File: src/rtl/inst_loader_pkg.sv
// Shared types and constants for the instruction-memory loader.
package inst_loader_pkg;

  typedef enum logic [1:0] {
    S_IDLE = 2'd0,
    S_LOAD = 2'd1,
    S_DONE = 2'd2
  } state_t;

  localparam logic [31:0] NOP_INST  = 32'h0000_0000;
  localparam int          MAX_WORDS = 64;

endpackage

File: src/rtl/inst_ram.sv
// Instruction RAM: one synchronous write port, one asynchronous read port, zero at power-up.
module inst_ram #(
  parameter int ADDR_W = 6,
  parameter int DATA_W = 32
) (
  input  logic              clk,
  input  logic              we,
  input  logic [ADDR_W-1:0] waddr,
  input  logic [DATA_W-1:0] wdata,
  input  logic [ADDR_W-1:0] raddr,
  output logic [DATA_W-1:0] rdata
);

  logic [DATA_W-1:0] mem [2**ADDR_W] = '{default: '0};

  always_ff @(posedge clk) begin
    if (we) mem[waddr] <= wdata;
  end

  assign rdata = mem[raddr];

endmodule

File: src/rtl/inst_loader.sv
// Byte-stream instruction loader: assembles little-endian words into the RAM and holds the CPU meanwhile.
module inst_loader
  import inst_loader_pkg::*;
#(
  parameter int ADDR_W = 6,
  parameter int DATA_W = 32,
  parameter int LEN_W  = 7
) (
  input  logic              clk,
  input  logic              rst_n,
  input  logic              ld_start,
  input  logic [LEN_W-1:0]  ld_len,
  input  logic              ld_abort,
  input  logic              byte_valid,
  input  logic [7:0]        byte_data,
  output logic              byte_ready,
  input  logic [ADDR_W-1:0] a,
  output logic [DATA_W-1:0] inst,
  output logic              cpu_hold,
  output logic              ld_done,
  output logic              ld_err
);

  state_t            state;
  logic [LEN_W-1:0]  len;
  logic [ADDR_W-1:0] wr_addr;
  logic [1:0]        byte_cnt;
  logic [23:0]       shreg;
  logic              accept;
  logic              last_word;
  logic              len_ok;
  logic              we;
  logic [DATA_W-1:0] rdata;

  assign byte_ready = (state == S_LOAD);
  assign cpu_hold   = (state != S_IDLE);
  // An abort wins over a byte presented in the same cycle.
  assign accept     = byte_ready & byte_valid & ~ld_abort;
  // Gated by rst_n so a reset edge can never commit a half-finished load's word.
  assign we         = accept & (byte_cnt == 2'd3) & rst_n;
  assign last_word  = (LEN_W'(wr_addr) == len - LEN_W'(1));
  assign len_ok     = (ld_len != '0) && (ld_len <= LEN_W'(MAX_WORDS));

  always_ff @(posedge clk) begin
    if (!rst_n) begin
      state    <= S_IDLE;
      ld_done  <= 1'b0;
      ld_err   <= 1'b0;
      byte_cnt <= 2'd0;
      wr_addr  <= '0;
    end else begin
      ld_done <= 1'b0;
      ld_err  <= 1'b0;
      case (state)
        S_IDLE: begin
          if (ld_start) begin
            if (len_ok) begin
              len      <= ld_len;
              wr_addr  <= '0;
              byte_cnt <= 2'd0;
              state    <= S_LOAD;
            end else begin
              ld_err <= 1'b1;
            end
          end
        end
        S_LOAD: begin
          if (ld_abort) begin
            state  <= S_IDLE;
            ld_err <= 1'b1;
          end else if (accept) begin
            if (byte_cnt == 2'd3) begin
              byte_cnt <= 2'd0;
              wr_addr  <= wr_addr + 1'b1;
              if (last_word) begin
                state   <= S_DONE;
                ld_done <= 1'b1;
              end
            end else begin
              byte_cnt <= byte_cnt + 1'b1;
              shreg    <= {byte_data, shreg[23:8]};
            end
          end
        end
        S_DONE:  state <= S_IDLE;
        default: state <= S_IDLE;
      endcase
    end
  end

  inst_ram #(
    .ADDR_W(ADDR_W),
    .DATA_W(DATA_W)
  ) u_ram (
    .clk  (clk),
    .we   (we),
    .waddr(wr_addr),
    .wdata(DATA_W'({byte_data, shreg})),
    .raddr(a),
    .rdata(rdata)
  );

  assign inst = cpu_hold ? DATA_W'(NOP_INST) : rdata;

endmodule
File: config.mk
export PLATFORM = sky130hd
export DESIGN_NAME = inst_loader
export DESIGN_NICKNAME = d
export VERILOG_FILES = /design/src/rtl/inst_loader_pkg.sv /design/src/rtl/inst_ram.sv /design/src/rtl/inst_loader.sv
export SDC_FILE = /design/constraint.sdc
export NUM_CORES = 2
export LEC_CHECK = 0
export ABC_AREA = 1
export BUFFER_PORTS_ARGS = -buffer_cell sky130_fd_sc_hd__buf_4
export CAP_MARGIN = 40
export CORE_MARGIN = 4
export CORE_UTILIZATION = 55
export CTS_CLUSTER_SIZE = 12
export DETAILED_ROUTE_END_ITERATION = 10
export PLACE_DENSITY = 0.67
export SLEW_MARGIN = 40
export SYNTH_ARGS = -nofsm -noshare
export SYNTH_HDL_FRONTEND = slang
export SYNTH_SLANG_ARGS = --single-unit
File: constraint.sdc
create_clock -name clk -period 3.9 [get_ports clk]
set_input_delay 0 -clock clk [delete_from_list [all_inputs] [get_ports clk]]
set_output_delay 0 -clock clk [all_outputs]
set_load 0.05 [all_outputs]
# Yosys cells after proc, flatten, opt, wreduce, memory -nomap -nowiden
# Memory sizes are Yosys's and may differ from the RTL's.
# Cells that the tools add are included.
# classes
n_reduce_logical	11
n_mux	27
magnitude_cmp	1
add_sub_neg	3
bitwise	9
eq_ne	11
# ops
op	n
2-to-1 mux 32 bit	1
2-to-1 mux 6 bit	5
2-to-1 mux 2 bit	11
AND reduction 5 bit	3
one-hot mux 6 bit (2 select lines)	1
inequality test 3 x 2 -> 1 bit (second input constant)	3
one-hot mux 2 bit (2 select lines)	2
equality test 6 x 7 -> 1 bit	1
<= comparator 7 bit (second input constant)	1
nonzero test 7 bit	1
subtractor 7 x 1 -> 7 bit (second input constant)	1
adder 6 x 1 -> 6 bit (second input constant)	1
2-to-1 mux 1 bit	6
inequality test 2 bit (second input constant)	3
AND reduction 6 bit	1
inverter 1 bit	5
OR reduction 5 bit	1
bitwise AND 1 bit	4
inequality test 2 x 1 -> 1 bit (second input constant)	2
AND reduction 4 bit	1
nonzero test 2 bit	2
adder 2 x 1 -> 2 bit (second input constant)	1
equality test 2 x 1 -> 1 bit (second input constant)	1
equality test 2 bit (second input constant)	1
3 further kinds	3
# totals
word_cells	70
memories	1
register_bits	43
out_inout_bits	36
mem_bits_rw	2048
# mem_list
memory	words	width	read_ports	rd_ports_with_merged_regs	write_ports	line	source
u_ram.mem	64	32	1	0	1	inst_ram.sv:14	logic [DATA_W-1:0] mem [2**ADDR_W] = '{default: '0};

# Longest topological paths before layout
# depth
word_depth	7
ltp_mapped	14

# Hierarchy
# A second synthesis with hierarchy kept.
# hier_totals
hier_cells	7011
area_unflattened_um2	84269.6
# by_module_without_submodules
mod	cells_each	instances	seq_area_each_um2	area_per_inst_um2
inst_ram	6737	1	61499.0	82097.5
inst_loader	274	1	1171.1	2172.1

# Worst setup path after synthesis
# No wires, ideal clock.
# synth_path
path_type	register to register
start	register state[0]
end	memory u_ram.mem[14][0], enable pin
path_stages_with_launch	9
slack_ps	614
required_ps	3479
arrival_time_ps	2865
n_path_buf	0
setup_ps	421
path_cell_list	dfxtp_1 > inv_2 > nor2_4 > inv_2 > nor2_1 > nand3_1 > nor2_2 > nand2_1 > nor2_1
# synth_via
elab_chain_len	7
# synth_rtl
item	line	source
from (decl)	inst_loader.sv:24	state_t state;
from (signal assigned)	inst_loader.sv:46	state <= S_IDLE;
from (signal assigned)	inst_loader.sv:61	state <= S_LOAD;
from (signal assigned)	inst_loader.sv:69	state <= S_IDLE;
equality test 2 x 1 -> 1 bit	inst_loader.sv:35	assign byte_ready = (state == S_LOAD);
via byte_ready	inst_loader.sv:16	output logic byte_ready,
bitwise AND 1 bit (2 in a row)	inst_loader.sv:38	assign accept = byte_ready & byte_valid & ~ld_abort;
bitwise AND 1 bit (2 in a row)	inst_loader.sv:40	assign we = accept & (byte_cnt == 2'd3) & rst_n;
2-to-1 mux 1 bit	inst_ram.sv:17	if (we) mem[waddr] <= wdata;
2-to-1 mux 1 bit (implied by the code)	inst_ram.sv:17	
to (decl)	inst_ram.sv:14	
# The timed path passes the listed nets, and every way through them passes these cells.

# Final worst setup path
# layout_path
start	register state[0]
end	memory u_ram.mem[56][21], enable pin
# layout_via
elab_chain_len	7
# layout_rtl
item	line
equality test 2 x 1 -> 1 bit	inst_loader.sv:35
bitwise AND 1 bit (2 in a row)	inst_loader.sv:38
bitwise AND 1 bit (2 in a row)	inst_loader.sv:40
2-to-1 mux 1 bit	inst_ram.sv:17
2-to-1 mux 1 bit (implied by the code)	inst_ram.sv:17
# No other way between the ends.

==> flow_summary.toml <==
[synthesis]
yosysSeqAreaShare = 0.746
yosysUniqueCellTypes = 30
syn_area_um2 = 84000
ys_top_cells_by_count = "nand2_1, edfxtp_1, nand3_1"
yosys_most_used_dff = "edfxtp_1"
ys_warn_count = 0
netlist_top_cells_area = "edfxtp_1, nand3_1, nand2_1"
syn_area_per_cell_um2 = 12.1
syn_nets = 6975
yosys.area.top_type = "edfxtp_1"
synth-edff-count = 2079
async_flop_share = 0
synth_seq_cells = 2091
synthCells = 6946
synth_top_cell_area_share = 0.744
yosysMostFrequentCell = "nand2_1"

[cts]
insertion_delay_ns = 0.81
cts_tree = "yes"
root_buffer = "clkbuf_16"
numCtsBuffers = 205
cts.path.max_buffers = 3
h-tree-depth = 4
clock-sinks = 2091
clk_pin_slew_ns = 0.06

[sta]
setup-tns-final_ns = 0
hold_violations = 0
setup_viol = 0
setup_slack_ns = 0.670
fin_crit_ns = 3.23
fin_crit_sh = 0.828
drv_slew = 0
fin_skew_ns = 0.0226
rsz0062_at_grt = "false"
relSlewSlack = 0.409
worst_slew_pin_slew_ns = 0.885
max_freq_mhz = 310

[pwr]
powerDensity_nw_per_um2 = 481
p_leak_nw = 32.9
p_total_mw = 45.2
max-vdd-ir-drop_mv = 0.424

[grt]
grt_start_max_net_pins = 183
overflow = 0
grt_pass1_wl_um = 333000
grt_pass1_vias = 53000
track_usage = 0.280
antenna_found_initial = 6

[critical_path]
r2r-start = "state[0]$_SDFFE_PN0P_"
cp-start-kind = "flop"
cp.required_ns = 4.41
crit_type = "reg -> reg"
cp_data_arrival_time_ns = 3.74
reg2reg_to = "u_ram.mem[56][21]$_DFFE_PP_"
crit_path_end = "u_ram.mem[56][21]$_DFFE_PP_"
worst_r2r_path_depth = 9
critPathLaunch = "state[0]$_SDFFE_PN0P_"
r2r_setup_slack_ns = 0.67
end_kind = "flop"
worst-path-max-fanout = 18

[die]
fp.dieW_um = 399
io_pins = 62
start_util = 0.553
dieArea_um2 = 159000
core_area_um2 = 152000
fp-row-count = 143
fp.dieH_um = 399

[detailed_routing]
firstDrtPassIters = 8
drc = 0
num_vias = 55000
drt.antenna.violating_nets = 0
viasPerCell = 6.00
wl_per_cell_um = 24.5
wl_um = 224000
initialDrtViolationCount = 6757

[final_layout]
fin_util = 0.619
multi_input_area_um2 = 19500
drive_above_1_share = 0.0836
area.sequential_um2 = 62700
stdcell_area_um2 = 94000
nets = 7042
syn_to_final_growth_pct = 11.9
nFillCells = 11400

[placement]
place_area_um2 = 87700
port_buffers = 61
gp_congestion = 0.822
dp_hpwl_um = 121000
pre_cts_ws_ns = 0.729

[worst_hold_path]
hold_class = "in -> reg"

[run]
cap_violations = 0

[run_status]
status = "finished clean"
## power breakdown
| part | total (mW) | internal (mW) | switching [mW] |
|---|---|---|---|
| registers | 24.5 | 24.5 | 0.0116 |
| clock network | 18.0 | 10.1 | 7.88 |
| logic | 2.71 | 0.727 | 1.99 |
| total | 45.2 | 35.3 | 9.88 |
## sequential cells by signal, summed over array words and instances, names as in the netlist
register   cells
byte_cnt       2
ld_done        1
ld_err         1
len            7
shreg         24
state          2
u_ram.mem   2048
wr_addr        6
## placed cells by master, fill, tap and decap left out, types with 2 or more instances in the layout
| cell type | n |
|---|---|
| clkinv_2 | 7 |
| a31oi_1 | 5 |
| clkbuf_1 | 67 |
| nor2_1 | 125 |
| inv_16 | 3 |
| clkbuf_16 | 214 |
| xnor2_1 | 4 |
| nand3_2 | 5 |
| clkinv_1 | 29 |
| buf_6 | 7 |
| nand2_1 | 2262 |
| dfxtp_1 | 12 |
| xor2_1 | 8 |
| o22ai_1 | 17 |
| nor2_4 | 66 |
| o21ai_0 | 35 |
| dlygate4sd3_1 | 32 |
| edfxtp_1 | 2079 |
| a21oi_1 | 35 |
| nor2_2 | 2 |
| buf_4 | 213 |
| clkbuf_8 | 3 |
| buf_12 | 58 |
| o21ai_1 | 3 |
| inv_6 | 4 |
| inv_2 | 2 |
| bufinv_16 | 2 |
| nand3b_1 | 2 |
| ha_1 | 3 |
| nand3_1 | 1798 |
| inv_1 | 18 |
| buf_8 | 3 |
## area by class of cell
type | instances | share of cell area
antenna | 1 | 0.0000266
tap | 2030 | 0.0270
timing repair buffer | 314 | 0.0344
clock buffer | 284 | 0.0601
clock inverter | 42 | 0.00282
sequential | 2091 | 0.667
inverter | 26 | 0.00153
multi-input combinational | 4375 | 0.207
## worst min-delay path by stage
stage	cells past startpoint	slack, ns	from	endpoint
after CTS	5	0.00008	ld_abort	state[0]$_SDFFE_PN0P_
final	5	0.06	ld_abort	state[0]$_SDFFE_PN0P_
after global placement	1	0.19	ld_len[1]	len[1]$_DFFE_PP_
after floorplan	0	0.1	ld_len[0]	len[0]$_DFFE_PP_
after detailed placement	1	0.19	ld_len[4]	len[4]$_DFFE_PP_
after global routing	4	0.07	rst_n	wr_addr[0]$_SDFFE_PN0P_
## per-stage QoR
stage	instances	hold WS (ns)
global route	9162	0.0743
detailed placement	8802	0.190
floorplan	6946	0.0989
finish	9163	0.0601
CTS	9160	0.0000847
global placement	8797	0.189
## per-layer routing
| metal | wire [µm] | share of wire | vias to the layer above | GRT usage |
|---|---|---|---|---|
| met4 | 7470 | 0.033 | 2 | 0.0960 |
| met2 | 106000 | 0.47 | 2851 | 0.451 |
| met3 | 21800 | 0.097 | 467 | 0.0510 |
| met1 | 88900 | 0.40 | 26900 | 0.389 |
| li1 | - | - | 24800 | - |
| met5 | 13 | 0.000058 | - | 0 |
## kinds of logic (layout without fill, tap and decap cells)
group / count (synthesis) / in the layout / synth area share
DFF: 2091 / 2091 / 0.746
and+or+nand+nor: 4264 / 4264 / 0.218
xor gates and xnor gates: 12 / 12 / 0.00125
AOI/OAI and AO/OA: 96 / 96 / 0.00608
adders and majority gates: 3 / 3 / 0.000447
buffers and inverters: 480 / 666 / 0.0279
other: 0 / 1 / 0
## critical path: stages (launching register included)
cell and delay [ns]:
dfxtp_1 0.38, inv_2 0.06, nor2_4 0.12, inv_2 0.08, nor2_1 0.17, nand3_1 0.27, nor2_2 0.29, nand3_2 0.59
nor2_4 0.70, buf_12 0.25
## timing repair
item,CTS,global route
gates resized for setup,0,0
setup endpoints to repair,0,0
buffers inserted,0,0
hold buffers,32,0
hold endpoints to repair,570,0
(Power assumes the default switching activity.)
